## src/rtl/dp_fifo_pkg.sv

```systemverilog
// Shared definitions for the dp_ram FIFO controller.
//   DEF_DATA_W / DEF_ADDR_W : default word and RAM address widths
//   BUF_DEPTH               : entries in the output buffer that hides RAM read latency
//   data_t / addr_t / cnt_t : word, RAM address and occupancy-count types at default widths
package dp_fifo_pkg;

    localparam int unsigned DEF_DATA_W = 8;
    localparam int unsigned DEF_ADDR_W = 4;
    localparam int unsigned BUF_DEPTH  = 2;

    typedef logic [DEF_DATA_W-1:0] data_t;
    typedef logic [DEF_ADDR_W-1:0] addr_t;
    typedef logic [DEF_ADDR_W+1:0] cnt_t;

endpackage

```

## src/rtl/fifo_out_buf.sv

```systemverilog
// Two-entry in-order output buffer with first-word-fall-through valid/ready output.
// Ports:
//   clk, rst           : clock, synchronous active-low reset
//   wr_en, wr_data     : single write port (RAM read return)
//   m_valid, m_ready   : output handshake; a pop happens when both are high
//   m_data             : oldest entry
//   buf_cnt            : number of occupied entries (0..2)
module fifo_out_buf
    import dp_fifo_pkg::*;
#(
    parameter int unsigned DATA_W = DEF_DATA_W
) (
    input  logic              clk,
    input  logic              rst,
    input  logic              wr_en,
    input  logic [DATA_W-1:0] wr_data,
    output logic              m_valid,
    input  logic              m_ready,
    output logic [DATA_W-1:0] m_data,
    output logic [1:0]        buf_cnt
);

    logic [DATA_W-1:0] ent0_q, ent0_d;  // head
    logic [DATA_W-1:0] ent1_q, ent1_d;
    logic [1:0]        cnt_q, cnt_d;
    logic              pop;

    assign m_valid = rst & (cnt_q != 2'd0);
    assign m_data  = ent0_q;
    assign buf_cnt = cnt_q;
    assign pop     = m_valid & m_ready;

    always_comb begin
        ent0_d = ent0_q;
        ent1_d = ent1_q;
        cnt_d  = cnt_q;
        case ({wr_en, pop})
            2'b10: begin
                if (cnt_q == 2'd0) ent0_d = wr_data;
                else               ent1_d = wr_data;
                cnt_d = cnt_q + 2'd1;
            end
            2'b01: begin
                ent0_d = ent1_q;
                cnt_d  = cnt_q - 2'd1;
            end
            2'b11: begin
                // Occupancy unchanged; the new word goes behind whatever remains.
                if (cnt_q == 2'(BUF_DEPTH)) begin
                    ent0_d = ent1_q;
                    ent1_d = wr_data;
                end else begin
                    ent0_d = wr_data;
                end
            end
            default: ;
        endcase
    end

    always_ff @(posedge clk) begin
        if (!rst) begin
            ent0_q <= '0;
            ent1_q <= '0;
            cnt_q  <= 2'd0;
        end else begin
            ent0_q <= ent0_d;
            ent1_q <= ent1_d;
            cnt_q  <= cnt_d;
        end
    end

    // A return into a full buffer without a pop would lose a word.
    a_no_overflow: assert property (@(posedge clk) disable iff (!rst)
        !(wr_en && (cnt_q == 2'(BUF_DEPTH)) && !pop));
    a_cnt_range: assert property (@(posedge clk) disable iff (!rst)
        cnt_q <= 2'(BUF_DEPTH));

endmodule

```

## src/rtl/dp_ram_fifo_ctrl.sv

```systemverilog
// FIFO controller placed directly upstream of dp_ram. Converts a valid/ready write stream
// into RAM writes, issues RAM reads, and returns the read data as a first-word-fall-through
// valid/ready stream. A 2-entry output buffer hides the one-cycle RAM read latency.
// Ports:
//   clk, rst                       : clock, synchronous active-low reset
//   s_valid, s_ready, s_data       : write stream
//   m_valid, m_ready, m_data       : read stream (FWFT)
//   count                          : words held (RAM + in-flight read + output buffer)
//   ram_wr_en/ram_wr_addr/ram_w_data : dp_ram write port
//   ram_rd_en/ram_rd_addr/ram_r_data : dp_ram read port (data valid the cycle after rd_en)
module dp_ram_fifo_ctrl
    import dp_fifo_pkg::*;
#(
    parameter int unsigned DATA_W = DEF_DATA_W,
    parameter int unsigned ADDR_W = DEF_ADDR_W
) (
    input  logic              clk,
    input  logic              rst,
    input  logic              s_valid,
    output logic              s_ready,
    input  logic [DATA_W-1:0] s_data,
    output logic              m_valid,
    input  logic              m_ready,
    output logic [DATA_W-1:0] m_data,
    output logic [ADDR_W+1:0] count,
    output logic              ram_wr_en,
    output logic [ADDR_W-1:0] ram_wr_addr,
    output logic [DATA_W-1:0] ram_w_data,
    output logic              ram_rd_en,
    output logic [ADDR_W-1:0] ram_rd_addr,
    input  logic [DATA_W-1:0] ram_r_data
);

    localparam int unsigned DEPTH = 1 << ADDR_W;

    logic [ADDR_W-1:0] wr_ptr_q, wr_ptr_d;
    logic [ADDR_W-1:0] rd_ptr_q, rd_ptr_d;
    logic [ADDR_W:0]   ram_cnt_q, ram_cnt_d;
    logic              rd_pend_q, rd_pend_d;
    logic [ADDR_W+1:0] count_q, count_d;

    logic              push, issue, pop;
    logic [1:0]        buf_cnt;
    logic [2:0]        committed;

    // s_ready looks only at the registered RAM occupancy, so a same-cycle read never
    // frees a slot early and the write address can never collide with the read address.
    assign s_ready = rst & (ram_cnt_q != (ADDR_W+1)'(DEPTH));
    assign push    = s_valid & s_ready;
    assign pop     = m_valid & m_ready;

    // Words already headed for the output buffer, net of the current pop.
    assign committed = {1'b0, buf_cnt} + {2'b00, rd_pend_q};
    assign issue     = rst & (ram_cnt_q != '0) & (committed < (3'd2 + {2'b00, pop}));

    always_comb begin
        wr_ptr_d  = wr_ptr_q;
        rd_ptr_d  = rd_ptr_q;
        rd_pend_d = issue;
        ram_cnt_d = ram_cnt_q + {{ADDR_W{1'b0}}, push} - {{ADDR_W{1'b0}}, issue};
        count_d   = count_q + {{(ADDR_W+1){1'b0}}, push} - {{(ADDR_W+1){1'b0}}, pop};
        // Pointers wrap modulo DEPTH through natural ADDR_W-bit overflow.
        if (push)  wr_ptr_d = wr_ptr_q + ADDR_W'(1);
        if (issue) rd_ptr_d = rd_ptr_q + ADDR_W'(1);
    end

    always_ff @(posedge clk) begin
        if (!rst) begin
            wr_ptr_q  <= '0;
            rd_ptr_q  <= '0;
            ram_cnt_q <= '0;
            rd_pend_q <= 1'b0;
            count_q   <= '0;
        end else begin
            wr_ptr_q  <= wr_ptr_d;
            rd_ptr_q  <= rd_ptr_d;
            ram_cnt_q <= ram_cnt_d;
            rd_pend_q <= rd_pend_d;
            count_q   <= count_d;
        end
    end

    fifo_out_buf #(
        .DATA_W (DATA_W)
    ) u_out_buf (
        .clk     (clk),
        .rst     (rst),
        .wr_en   (rd_pend_q),
        .wr_data (ram_r_data),
        .m_valid (m_valid),
        .m_ready (m_ready),
        .m_data  (m_data),
        .buf_cnt (buf_cnt)
    );

    assign count       = rst ? count_q : '0;
    assign ram_wr_en   = push;
    assign ram_wr_addr = wr_ptr_q;
    assign ram_w_data  = s_data;
    assign ram_rd_en   = issue;
    assign ram_rd_addr = rd_ptr_q;

    a_ram_cnt_range: assert property (@(posedge clk) disable iff (!rst)
        ram_cnt_q <= (ADDR_W+1)'(DEPTH));
    a_no_addr_clash: assert property (@(posedge clk) disable iff (!rst)
        (push && issue) |-> (wr_ptr_q != rd_ptr_q));
    a_count_sum: assert property (@(posedge clk) disable iff (!rst)
        count_q == (ADDR_W+2)'(ram_cnt_q) + (ADDR_W+2)'(rd_pend_q) + (ADDR_W+2)'(buf_cnt));

endmodule
```

## config.mk

```make
export PLATFORM = sky130hd
export DESIGN_NAME = dp_ram_fifo_ctrl
export DESIGN_NICKNAME = d
export VERILOG_FILES = /design/src/rtl/dp_fifo_pkg.sv /design/src/rtl/fifo_out_buf.sv /design/src/rtl/dp_ram_fifo_ctrl.sv
export SDC_FILE = /design/constraint.sdc
export NUM_CORES = 1
export LEC_CHECK = 0
export ABC_AREA = 1
export ABC_CLOCK_PERIOD_IN_PS = 5100
export BUFFER_PORTS_ARGS = -buffer_cell sky130_fd_sc_hd__buf_2
export CORE_MARGIN = 1.5
export CORE_UTILIZATION = 35
export CTS_CLUSTER_DIAMETER = 30
export DETAILED_ROUTE_END_ITERATION = 10
export SYNTH_ARGS = -nofsm -noshare
export SYNTH_HDL_FRONTEND = slang
export SYNTH_SLANG_ARGS = --single-unit
export TNS_END_PERCENT = 50
```

## constraint.sdc

```tcl
create_clock -name clk -period 5.1 [get_ports clk]
set_input_delay 0.51 -clock clk [delete_from_list [all_inputs] [get_ports clk]]
set_output_delay 0.51 -clock clk [all_outputs]
set_load 0.05 [all_outputs]
```

## Word-level counts from Yosys, hierarchy flattened

Index checks and enable logic that the tools add are counted.

| operators by class | value |
|---|---|
| add/subtract/negate cells | 10 |
| reductions and logical operators | 8 |
| $lt $le $gt $ge | 1 |
| eq/ne operators | 8 |
| bitwise gates (word level) | 6 |
| multiplexer cells | 8 |

Operators by type and width:

| kind | count |
|---|---|
| $mux W8 | 4 |
| $pmux W8 S3 | 1 |
| $pmux W8 S2 | 1 |
| $add A4 B1 Y4 const B | 2 |
| $add A6 B1 Y6 | 1 |
| $and A1 B1 Y1 | 6 |
| $eq A2 B2 Y1 const B | 3 |
| $mux W6 | 1 |
| $reduce_bool A2 Y1 | 3 |
| $sub A6 B1 Y6 | 1 |
| $add A5 B1 Y5 | 1 |
| $ne A5 B5 Y1 const B | 1 |
| $reduce_bool A5 Y1 | 1 |
| $sub A5 B1 Y5 | 1 |
| $ne A2 B1 Y1 const B | 2 |
| $pmux W2 S2 | 1 |
| $add A2 B1 Y3 | 1 |
| $add A2 B1 Y3 const A | 1 |
| $lt A3 B3 Y1 | 1 |
| $reduce_and A3 Y1 | 1 |
| $reduce_bool A3 Y1 | 1 |
| $add A2 B1 Y2 const B | 1 |
| $eq A2 B1 Y1 const B | 1 |
| $logic_not A2 Y1 | 1 |
| 3 further kinds | 3 |

| word-level totals | value |
|---|---|
| input port bits | 20 |
| bits in registers | 38 |
| output and inout bits | 34 |
| logic and storage cells | 49 |

## Logic depth before layout (Yosys ltp)

Gate-level depths: netlist of the first run.

| logic depth | value |
|---|---|
| depth after elaboration | 7 |
| mapped depth | 16 |
| gate-level depth less buffers | 16 |

## By module

Synthesis of the first run repeated with hierarchy kept, for this count alone.

| second synthesis, totals | value |
|---|---|
| cell total of the unflattened synthesis | 345 |
| area, all modules | 2399.8 um^2 |

By module, submodules not included:

| module | instances | cells each | area each (um^2) | seq. area each (um^2) |
|---|---|---|---|---|
| dp_ram_fifo_ctrl | 1 | 192 | 1408.9 | 400.4 |
| fifo_out_buf | 1 | 153 | 991.0 | 360.3 |

## Worst setup path before layout of the first run

No wires, ideal clock.

| timing path | value |
|---|---|
| kind | input port to flip-flop |
| from | input rst |
| to | register count_q[4] |
| setup slack | 2059 ps |
| stages | 15 |
| arrival | 2924 ps |
| library setup time | 117 ps |
| cells stage by stage | buf_4 -> inv_2 -> nor2_1 -> nand2_1 -> inv_1 -> ha_1 -> inv_1 -> ha_1 -> fa_1 -> nand2_1 -> inv_1 -> o21ai_0 -> nand2_1 -> o21ai_0 -> nor2_1 |

RTL lines:

| what | RTL line | RTL |
|---|---|---|
| from (decl) | dp_ram_fifo_ctrl.sv:18 | `input logic rst,` |
| $and A1 B1 Y1 | fifo_out_buf.sv:28 | `assign m_valid = rst & (cnt_q != 2'd0);` |
| via m_valid | dp_ram_fifo_ctrl.sv:22 | `output logic m_valid,` |
| $and A1 B1 Y1 | dp_ram_fifo_ctrl.sv:50 | `assign pop = m_valid & m_ready;` |
| $sub A6 B1 Y6 | dp_ram_fifo_ctrl.sv:61 | `count_d = count_q + {{(ADDR_W+1){1'b0}}, push} - {{(ADDR_W+1){1'b0}}, pop};` |
| to (signal assigned) | dp_ram_fifo_ctrl.sv:79 | `count_q <= count_d;` |
| to (decl) | dp_ram_fifo_ctrl.sv:40 | `logic [ADDR_W+1:0] count_q, count_d;` |

The timed path passes the listed nets, and every way through them passes these cells.
A chain may end at the register's enable or synchronous reset.

## Worst setup path after layout of the first run

| timing path | value |
|---|---|
| from | input rst |
| to | register ram_cnt_q[4] |

| between the ends | value |
|---|---|
| word-level cells in the longest chain between the ends | 6 |

RTL lines:

| what | RTL line | RTL |
|---|---|---|
| $and A1 B1 Y1 | fifo_out_buf.sv:28 |  |
| $and A1 B1 Y1 | dp_ram_fifo_ctrl.sv:50 |  |
| $add A2 B1 Y3 | dp_ram_fifo_ctrl.sv:54 | `assign issue = rst & (ram_cnt_q != '0) & (committed < (3'd2 + {2'b00, pop}));` |
| $lt A3 B3 Y1 | dp_ram_fifo_ctrl.sv:54 |  |
| $and A1 B1 Y1 | dp_ram_fifo_ctrl.sv:54 |  |
| $sub A5 B1 Y5 | dp_ram_fifo_ctrl.sv:60 | `ram_cnt_d = ram_cnt_q + {{ADDR_W{1'b0}}, push} - {{ADDR_W{1'b0}}, issue};` |
| to (signal assigned) | dp_ram_fifo_ctrl.sv:77 | `ram_cnt_q <= ram_cnt_d;` |
| to (decl) | dp_ram_fifo_ctrl.sv:38 | `logic [ADDR_W:0] ram_cnt_q, ram_cnt_d;` |

Parallel ways exist; a longest one is shown, timed or not.

==> flow_summary.toml, run 1 <==
[clock_network]
hold_buffers = 0
clk_pin_slew_ns = 0.08
h-tree-depth = 2
cts_buffers = 5
postCtsSetupBuffers = 0
ctsResizeCount = 0
root_buffer = "clkbuf_8"
clock_path_buffers = 2
cts.sinks = 38
cts_tree = "built"
clock_latency_ns = 0.28

[setup_path]
reg2reg_depth = 16
crit_fanout = 35
r2r-start = "u_out_buf.buf_cnt[0]$_SDFFE_PN0P_"
critPathCaptureType = "register"
crit_end = "ram_cnt_q[4]$_SDFF_PN0_"
critPathKind = "in -> reg"
startpoint_type = "input pin"
worst_r2r_endpoint = "ram_cnt_q[4]$_SDFF_PN0_"
crit_arrival_ns = 3.08
cp.required_ns = 5.31
startpoint = "rst"
rrSetupSlack_ns = 2.37

[synth]
syn_nets = 322
postSynthCellCount = 280
yosysTopAreaCell = "dfxtp_1"
yosysUniqueCellTypes = 29
synthTopCellsByArea = "dfxtp_1, ha_1, a21oi_1"
yosys_warnings = 0
yosys.area.top_type_share_pct = 35.0
ys_seq_elements = 38
yosysSeqAreaShare_pct = 35.0
netlist_area_sq_um = 2170
synth.avg_cell_area_sq_um = 7.76

[floorplan]
die_h_um = 81.8
io_pins = 54
fp-row-count = 28
die_w_um = 81.8
start_util_pct = 36.5
die-area_sq_um = 6690
core_sq_um = 5960

[pwr]
power.leakage_nw = 1.28
power.switching_uw = 793
internal_power_uw = 789
seq_power_share_pct = 30.4
power.total_mw = 1.58
vdd_drop_max_mv = 0.250
power_density_nw_per_um2 = 644
comb_power_share_pct = 56.1
pwr-share-clk_pct = 13.6
swShare_pct = 50.1

[placed_design]
place_congestion = 0.750
portBuffers = 37
dp_hpwl_um = 3010

[layout]
layout-drive-gt1-share_pct = 18.6
antenna_cells = 0
area_growth_pct = 13.0
final_net_count = 352
fillers = 642

[timing]
tns_ns = 0
rsz0062_at_grt = "false"
timing.fmax_mhz = 348
finalHoldViolCount = 0
slew_headroom_pct = 60.7
finalMaxSlewViolations = 0
fin_crit_sh_pct = 56.3
setup_viol = 0
fin_skew_ns = 0.00652
period_needed_ns = 2.87
worstMarginPinSlew_ns = 0.590

[routing]
ant_nets = 0
wl_um = 4140
drtPass1Iterations = 4
via_count = 1755
drc = 0
drtIter0Drc = 95
wl_per_cell_um = 10.7
viasPerCell = 4.55

[min_path]
hold_class = "reg -> reg"
worstHoldStart = "u_out_buf.ent1_q[1]$_SDFFE_PN0P_"

[run]
drv_cap = 0

[global_routing]
antenna_found_initial = 0
grt-ovfl-total = 0
grt_usage_pct = 13.7
grt_pass1_wl_um = 7160
grt_start_max_net_pins = 36
grt_pass1_vias = 1624

[run_status]
status = "finished, final reports clean"
-- registers in the layout (all words and copies together), names as in the netlist --
signal and flops:
count_q 6, ram_cnt_q 5, ram_rd_addr 4, ram_wr_addr 4, rd_pend_q 1, u_out_buf.buf_cnt 2, u_out_buf.ent1_q 8, u_out_buf.m_data 8
-- power groups by stage --
| stage | clock network, mW | registers (mW) | logic (mW) |
|---|---|---|---|
| 2_1_floorplan | 0 | 0.630 | 0.588 |
| 3_3_place_gp | 0 | 0.487 | 0.882 |
| 3_5_place_dp | 0 | 0.487 | 0.890 |
| 4_1_cts | 0.225 | 0.481 | 0.895 |
| 5_1_grt | 0.237 | 0.497 | 1.01 |
| 6_report | 0.215 | 0.480 | 0.887 |
-- through the flow --
step	std cells	util (%)	setup WS [ns]	area, sq um	hold slack (ns)
final	386	41.2	2.23	2450	0.467
after global routing	386	41.2	1.86	2450	0.480
after CTS	386	41.2	2.21	2450	0.468
after detailed placement	378	39.6	1.92	2360	0.455
after global placement	378	39.6	2.01	2360	0.459
after floorplan	280	-	2.06	2170	0.444
-- layer usage --
layer  vias to the layer above  global-route usage [%]  share of wire, %
li1                        953                       -                 -
met1                       755                    19.4                51
met2                        40                    19.6                41
met3                         7                    3.89               6.1
met4                         0                    4.92               1.5
met5                         -                       0                 0
-- cells by family after synthesis --
kind of cell	Yosys count	synth area share (%)
compound gates	64	16.9
fa+ha+maj	22	13.4
simple gates	91	19.9
buf+inv	58	11.9
flops	38	35.0
xor+xnor	7	2.82
-- layout by cell type, fill, tap and decap left out, types with 3 or more instances in the layout --
cell / n
a21oi_1: 38
nand3_1: 12
dfxtp_1: 38
nand2_2: 3
inv_1: 41
clkbuf_8: 6
nor2_1: 16
nand2_1: 50
o211ai_1: 8
xor2_1: 6
buf_2: 37
ha_1: 20
o21ai_0: 15
-- final cells by class --
| type | instances | area, sq um | area share, % |
|---|---|---|---|
| clock inverters | 2 | 12.5 | 0.510 |
| clock buffers | 6 | 82.6 | 3.36 |
| well taps | 75 | 93.8 | 3.82 |
| flip-flops and latches | 38 | 761 | 31.0 |
| inverters | 44 | 168 | 6.83 |
| repair buffers | 37 | 185 | 7.54 |
| multi-input cells | 184 | 1150 | 46.9 |
-- synth_stat cells (all sizes together) --
| cell | number |
|---|---|
| nor4 | 1 |
| nand4 | 1 |
| a21boi | 1 |
| a21oi | 38 |
| ha | 20 |
| buf | 10 |
| nand2 | 55 |
| nand3b | 2 |
| dfxtp | 38 |
| o21bai | 1 |
| fa | 2 |
| o21ai | 16 |
| nor3 | 1 |
| inv | 44 |
| xnor2 | 1 |
| o211ai | 8 |
| clkbuf | 4 |
| nand3 | 12 |
| xor2 | 6 |
| nor2 | 19 |
-- worst min path at each step --
stage	endpoint	cells after the start
after floorplan	u_out_buf.ent1_q[0]$_SDFFE_PN0P_	2
after global placement	u_out_buf.ent1_q[3]$_SDFFE_PN0P_	2
after detailed placement	u_out_buf.ent1_q[3]$_SDFFE_PN0P_	2
after CTS	u_out_buf.ent1_q[3]$_SDFFE_PN0P_	2
after global routing	u_out_buf.m_data[2]$_SDFFE_PN0P_	3
final	u_out_buf.ent1_q[1]$_SDFFE_PN0P_	2
-- critical path: stages --
cell,delay [ns]
buf_2,0.47
inv_2,0.24
nor2_1,0.13
nand2_1,0.06
inv_1,0.17
nand2_2,0.11
inv_1,0.08
ha_1,0.13
inv_1,0.04
ha_1,0.21
fa_1,0.40
nand2_1,0.09
nand2_1,0.05
a21oi_1,0.15
o21ai_0,0.10
a21oi_1,0.14
(Power assumes the default switching activity.)
==> inputs of run 2 (changes only) <==
--- a/config.mk
+++ b/config.mk
@@ -5,8 +5,8 @@
 export SDC_FILE = /design/constraint.sdc
 export NUM_CORES = 1
 export LEC_CHECK = 0
-export ABC_AREA = 1
-export ABC_CLOCK_PERIOD_IN_PS = 5100
+export ABC_AREA = 0
+export ABC_CLOCK_PERIOD_IN_PS = 2900
 export BUFFER_PORTS_ARGS = -buffer_cell sky130_fd_sc_hd__buf_2
 export CORE_MARGIN = 1.5
 export CORE_UTILIZATION = 35
==> constraint.sdc (replaced) <==
create_clock -name clk -period 2.9 [get_ports clk]
set_input_delay 0.29 -clock clk [delete_from_list [all_inputs] [get_ports clk]]
set_output_delay 0.29 -clock clk [all_outputs]
set_load 0.05 [all_outputs]
==> flow_summary.toml, run 2 <==
[pwr]
vdd_drop_max_mv = 0.479
power_density_nw_per_um2 = 1170
power.leakage_nw = 1.15
comb_power_share_pct = 52.2
swShare_pct = 42.4
seq_power_share_pct = 28.2
power.switching_mw = 1.22
pwr-share-clk_pct = 19.6
internal_power_mw = 1.66

[global_routing]
antenna_found_initial = 0
grt_usage_pct = 13.1
gr-usage-met2_pct = 22.4
use_met1_pct = 15.6
grt-ovfl-total = 0
grt_pass1_vias = 1536
grt_start_max_net_pins = 24
grt_pass1_wl_um = 6600
grt.busiest_layer = "met2"
met3_usage_pct = 3.07

[floorplan]
die-area_sq_um = 6460
fp-row-count = 27
start_util_pct = 37.1
die_h_um = 80.4
core_sq_um = 5640
die_w_um = 80.4
io_pins = 54

[synth]
ys_seq_elements = 38
synth-edff-count = 0
yosysSeqAreaShare_pct = 36.3
synth.top_cells.by_count = "dfxtp_1, ha_1, and2_1"
synth.avg_cell_area_sq_um = 9.61
yosysMostFrequentCell = "dfxtp_1"
netlist_area_sq_um = 2090
ys_async_sr_fraction_pct = 0
yosysTopAreaCell = "dfxtp_1"
postSynthCellCount = 218
syn_nets = 260
yosys.area.top_type_share_pct = 36.3
synthTopCellsByArea = "dfxtp_1, ha_1, mux2i_1"
ys.flop_type = "dfxtp_1"
yosys_warnings = 0
yosysUniqueCellTypes = 37

[clock_network]
clk_pin_slew_ns = 0.09
hold_buffers = 0
clock_path_buffers = 2
cts_tree = "built"
clock_latency_ns = 0.30
h-tree-depth = 2
cts_buffers = 5
root_buffer = "clkbuf_8"
cts.sinks = 38

[routing]
wl_um = 3730
via_count = 1532
viasPerCell = 4.70
drc = 0
ant_nets = 0
drtIter0Drc = 70
wl_per_cell_um = 11.5
drtPass1Iterations = 4

[placed_design]
dp_hpwl_um = 2700
portBuffers = 37
dp_slack_ns = 0.0691
place_congestion = 0.716

[timing]
timing.fmax_mhz = 360
period_needed_ns = 2.78
worst_slack_ns = 0.121
setup_viol = 0
worstMarginPinSlew_ns = 0.656
fin_skew_ns = 0.0112
tns_ns = 0
fin_crit_sh_pct = 95.8
hold_slack_ns = 0.266
finalHoldViolCount = 0
slew_headroom_pct = 56.2
finalMaxSlewViolations = 0

[setup_path]
crit_arrival_ns = 2.97
critPathCaptureType = "register"
startpoint_type = "register"
crit_fanout = 5
critPathKind = "reg -> reg"
reg2reg_depth = 12
cp.required_ns = 3.09

[layout]
fillers = 562
postLayoutCoreUtil_pct = 43.7
antenna_cells = 0
layout-drive-gt1-share_pct = 25.2
mostFrequentLayoutCells = "dfxtp_1, buf_2, ha_1"
final_net_count = 295
area_growth_pct = 17.7

[min_path]
hold_class = "in -> reg"
min_path_cells = 3

[run_status]
status = "finished, final reports clean"

[run]
drv_cap = 0
-- run 2: stage by stage --
stage                     cell area, sq um  total power [mW]  cells
after floorplan                       2100              2.07    218
after global placement                2310              2.30    317
after detailed placement              2310              2.31    317
after CTS                             2450              2.88    325
after global routing                  2470              3.11    326
final                                 2470              2.88    326
-- run 2: kinds of logic (layout without fill, tap and decap cells) --
family                     count (synthesis)  after routing  synth area share, %
AOI/OAI and AO/OA                         47             47                 15.4
xor gates and xnor gates                  10             10                 4.18
adders and majority gates                 22             22                 13.9
buffers and inverters                     32             68                 8.30
DFF                                       38             38                 36.3
muxes                                     13             13                 6.21
and+or+nand+nor                           56             56                 15.8
-- run 2: what timing repair did --
action / CTS / global route
setup buffers: 0 / 1
endpoints found under the setup margin: 0 / 1
gates resized for setup: 0 / 3
-- run 2: power by group through the flow --
stage	registers [mW]	logic, mW	clock network [mW]
floorplan	1.04	1.03	0
global placement	0.818	1.48	0
detailed placement	0.820	1.49	0
CTS	0.810	1.50	0.577
global route	0.834	1.68	0.598
finish	0.812	1.51	0.564
-- run 2: layer usage --
layer  up-vias  wire length, um  part of all wire (%)
met5         -                0                     0
met4         0               73                   2.0
met3         5              144                   3.9
met2        24             1740                    47
met1       702             1780                    48
li1        801                -                     -
-- run 2: layout make-up --
class / count / area, sq um / area share [%]
sequential: 38 / 762 / 30.9
timing repair buffer: 44 / 238 / 9.64
tap: 72 / 90.1 / 3.65
inverter: 16 / 60.1 / 2.44
clock buffer: 6 / 82.6 / 3.35
multi-input combinational: 148 / 1170 / 47.6
clock inverter: 2 / 60.1 / 2.44
-- run 2: critical path: stages, from the launching register on --
cell	delay (ns)
dfxtp_2	0.34
ha_1	0.19
ha_1	0.28
o21ai_2	0.08
and3_4	0.21
ha_1	0.27
inv_1	0.04
ha_1	0.22
fa_2	0.36
a21oi_1	0.14
nor2_1	0.06
or3_1	0.33
and3_1	0.18
-- run 2: path summary, 6_finish.rpt --
| path | start | end | slack, ns |
|---|---|---|---|
| setup / recovery | rd_pend_q$_SDFF_PN0_ | ram_cnt_q[4]$_SDFF_PN0_ | 0.12 |
| hold reg to reg | ram_rd_addr[3]$_SDFFE_PN0P_ | ram_rd_addr[3]$_SDFFE_PN0P_ | 0.46 |
| setup reg to reg | rd_pend_q$_SDFF_PN0_ | ram_cnt_q[4]$_SDFF_PN0_ | 0.12 |
| hold / removal | ram_r_data[5] | u_out_buf.ent1_q[5]$_SDFFE_PN0P_ | 0.27 |
==> inputs of run 3 (changes only) <==
--- a/config.mk
+++ b/config.mk
@@ -14,5 +14,6 @@
 export DETAILED_ROUTE_END_ITERATION = 10
 export SYNTH_ARGS = -nofsm -noshare
 export SYNTH_HDL_FRONTEND = slang
+export SYNTH_HIERARCHICAL = 1
 export SYNTH_SLANG_ARGS = --single-unit
 export TNS_END_PERCENT = 50
==> flow_summary.toml, run 3 <==
[floorplan]
fp-row-count = 28
die-area_sq_um = 6790
die_h_um = 82.4
io_pins = 54
core_sq_um = 5990
start_util_pct = 36.8
die_w_um = 82.4

[layout]
instances_no_fill = 353
antenna_cells = 0
area_growth_pct = 14.0
mostFrequentLayoutCells = "buf_2, dfxtp_1, a21oi_1"
layout-drive-gt1-share_pct = 22.3
final_net_count = 319
layout_commonest_cell = "buf_2"
postLayoutCoreUtil_pct = 42.0

[timing]
hold_slack_ns = 0.290
rsz0062_at_grt = "false"
worstMarginPinSlew_ns = 0.594
fin_skew_ns = 0.00554
finalMaxSlewViolations = 0
slew_headroom_pct = 60.3
setup_viol = 0
worst_slack_ns = 0.248
fin_crit_sh_pct = 91.5
timing.fmax_mhz = 377
finalHoldViolCount = 0
period_needed_ns = 2.65

[global_routing]
grt_usage_pct = 15.2
grt_pass1_wl_um = 7810
grt-ovfl-total = 0
grt_pass1_vias = 1679
antenna_found_initial = 0
grt_start_max_net_pins = 21

[run_status]
status = "finished, final reports clean"

[clock_network]
h-tree-depth = 2
clk_pin_slew_ns = 0.08
postCtsSetupBuffers = 0
cts_buffers = 5
cts.sinks = 38
clock_latency_ns = 0.30
cts_tree = "built"
clock_path_buffers = 2
hold_buffers = 0
ctsResizeCount = 0
root_buffer = "clkbuf_8"

[synth]
syn_nets = 290
yosys.area.top_type_share_pct = 34.5
yosys_warnings = 6
postSynthCellCount = 248
synth.top_cells.by_count = "dfxtp_1, a21oi_1, inv_1"
yosysTopAreaCell = "dfxtp_1"
ys.flop_type = "dfxtp_1"
ys_async_sr_fraction_pct = 0
synthTopCellsByArea = "dfxtp_1, ha_1, a21oi_1"
ys_seq_elements = 38
synth-edff-count = 0
yosysMostFrequentCell = "dfxtp_1"
synth.avg_cell_area_sq_um = 8.90
yosysSeqAreaShare_pct = 34.5
netlist_area_sq_um = 2210
yosysUniqueCellTypes = 44

[setup_path]
cp.required_ns = 3.09
crit_arrival_ns = 2.84
r2r-start = "u_out_buf/buf_cnt[0]$_SDFFE_PN0P_"
startpoint_type = "register"
cpPeakStageDelay_ns = 0.38
crit_path_frequent_cell = "ha_1"
critPathKind = "reg -> reg"
critPathCaptureType = "register"
reg2reg_depth = 12
rrSetupSlack_ns = 0.25
crit_fanout = 10
worst_r2r_endpoint = "ram_cnt_q[4]$_SDFF_PN0_"
worst-path-buf-inv = 2
worstPathCellList = "ha_1, ha_1, a211oi_4, ha_1, inv_1, ha_1, inv_1, fa_2, nand2b_4, a21oi_2, o21ai_0, nor3b_1"
cpMaxStageDelayCell = "dfxtp_2"
cpLargestDelayFamily = "adder cells"

[min_path]
min_path_cells = 3
hold_class = "in -> reg"
worstHoldStart = "s_valid"
hold-path-endpoint = "ram_wr_addr[1]$_SDFFE_PN0N_"

[routing]
drtPass1Iterations = 4
drc = 0
ant_nets = 0
viasPerCell = 5.00
wl_um = 4530
via_count = 1766
wl_per_cell_um = 12.8
drtIter0Drc = 95

[placed_design]
dp_slack_ns = 0.260
post-place-cells = 345
dp_hpwl_um = 3420
portBuffers = 37
place_congestion = 0.797

[pwr]
power.total_mw = 2.84
vdd_drop_max_mv = 0.405
power_density_nw_per_um2 = 1130
power.leakage_nw = 1.13

[run]
drv_cap = 0
[run 3: layer usage]
| metal | track usage (%) | vias up | routed length, um |
|---|---|---|---|
| li1 | - | 917 | - |
| met1 | 19.9 | 797 | 2210 |
| met2 | 24.3 | 44 | 2020 |
| met3 | 3.19 | 8 | 222 |
| met4 | 5.76 | 0 | 77 |
| met5 | 0 | - | 0 |
[run 3: worst max-delay path by stage]
stage	cells after the start	slack [ns]	end	startpoint
after floorplan	14	-0.25	ram_cnt_q[4]$_SDFF_PN0_	u_out_buf/buf_cnt[0]$_SDFFE_PN0P_
after global placement	12	0.33	ram_cnt_q[4]$_SDFF_PN0_	u_out_buf/buf_cnt[0]$_SDFFE_PN0P_
after detailed placement	12	0.26	ram_cnt_q[4]$_SDFF_PN0_	u_out_buf/buf_cnt[0]$_SDFFE_PN0P_
after CTS	12	0.24	ram_cnt_q[4]$_SDFF_PN0_	u_out_buf/buf_cnt[0]$_SDFFE_PN0P_
after global routing	12	0.005	ram_cnt_q[4]$_SDFF_PN0_	u_out_buf/buf_cnt[0]$_SDFFE_PN0P_
final	12	0.25	ram_cnt_q[4]$_SDFF_PN0_	u_out_buf/buf_cnt[0]$_SDFFE_PN0P_
[run 3: area by class of cell]
type                            instances  area [sq um]
Clock buffer                            6          82.6
Clock inverter                          2          12.5
Fill cell                             576          3470
Inverter                               22          87.6
Multi-Input combinational cell        169          1260
Sequential cell                        38           763
Tap cell                               75          93.8
Timing Repair Buffer                   41           215
[run 3: worst min-delay path: stages]
cell     delay (ns)
buf_2          0.12
nand3_1        0.07
a21oi_1        0.05
[run 3: where the power goes]
part           switching, mW  internal (mW)  total [mW]
clock                  0.195          0.191       0.386
combinational           1.03          0.589        1.62
sequential             0.137          0.700       0.837
[run 3: cells by family (layout without fill, tap and decap cells)]
family,after synthesis,after routing,synth area share [%]
and+or+nand+nor,67,67,17.0
muxes,3,3,1.36
DFF,38,38,34.5
buffers and inverters,41,71,9.58
AOI/OAI and AO/OA,66,66,20.1
adders and majority gates,22,22,13.2
xor gates and xnor gates,11,11,4.36
[run 3: through the flow]
stage               cell area (sq um)  TNS, ns
finish                           2520        0
global route                     2520        0
CTS                              2520        0
detailed placement               2420        0
global placement                 2420        0
floorplan                        2250   -0.251
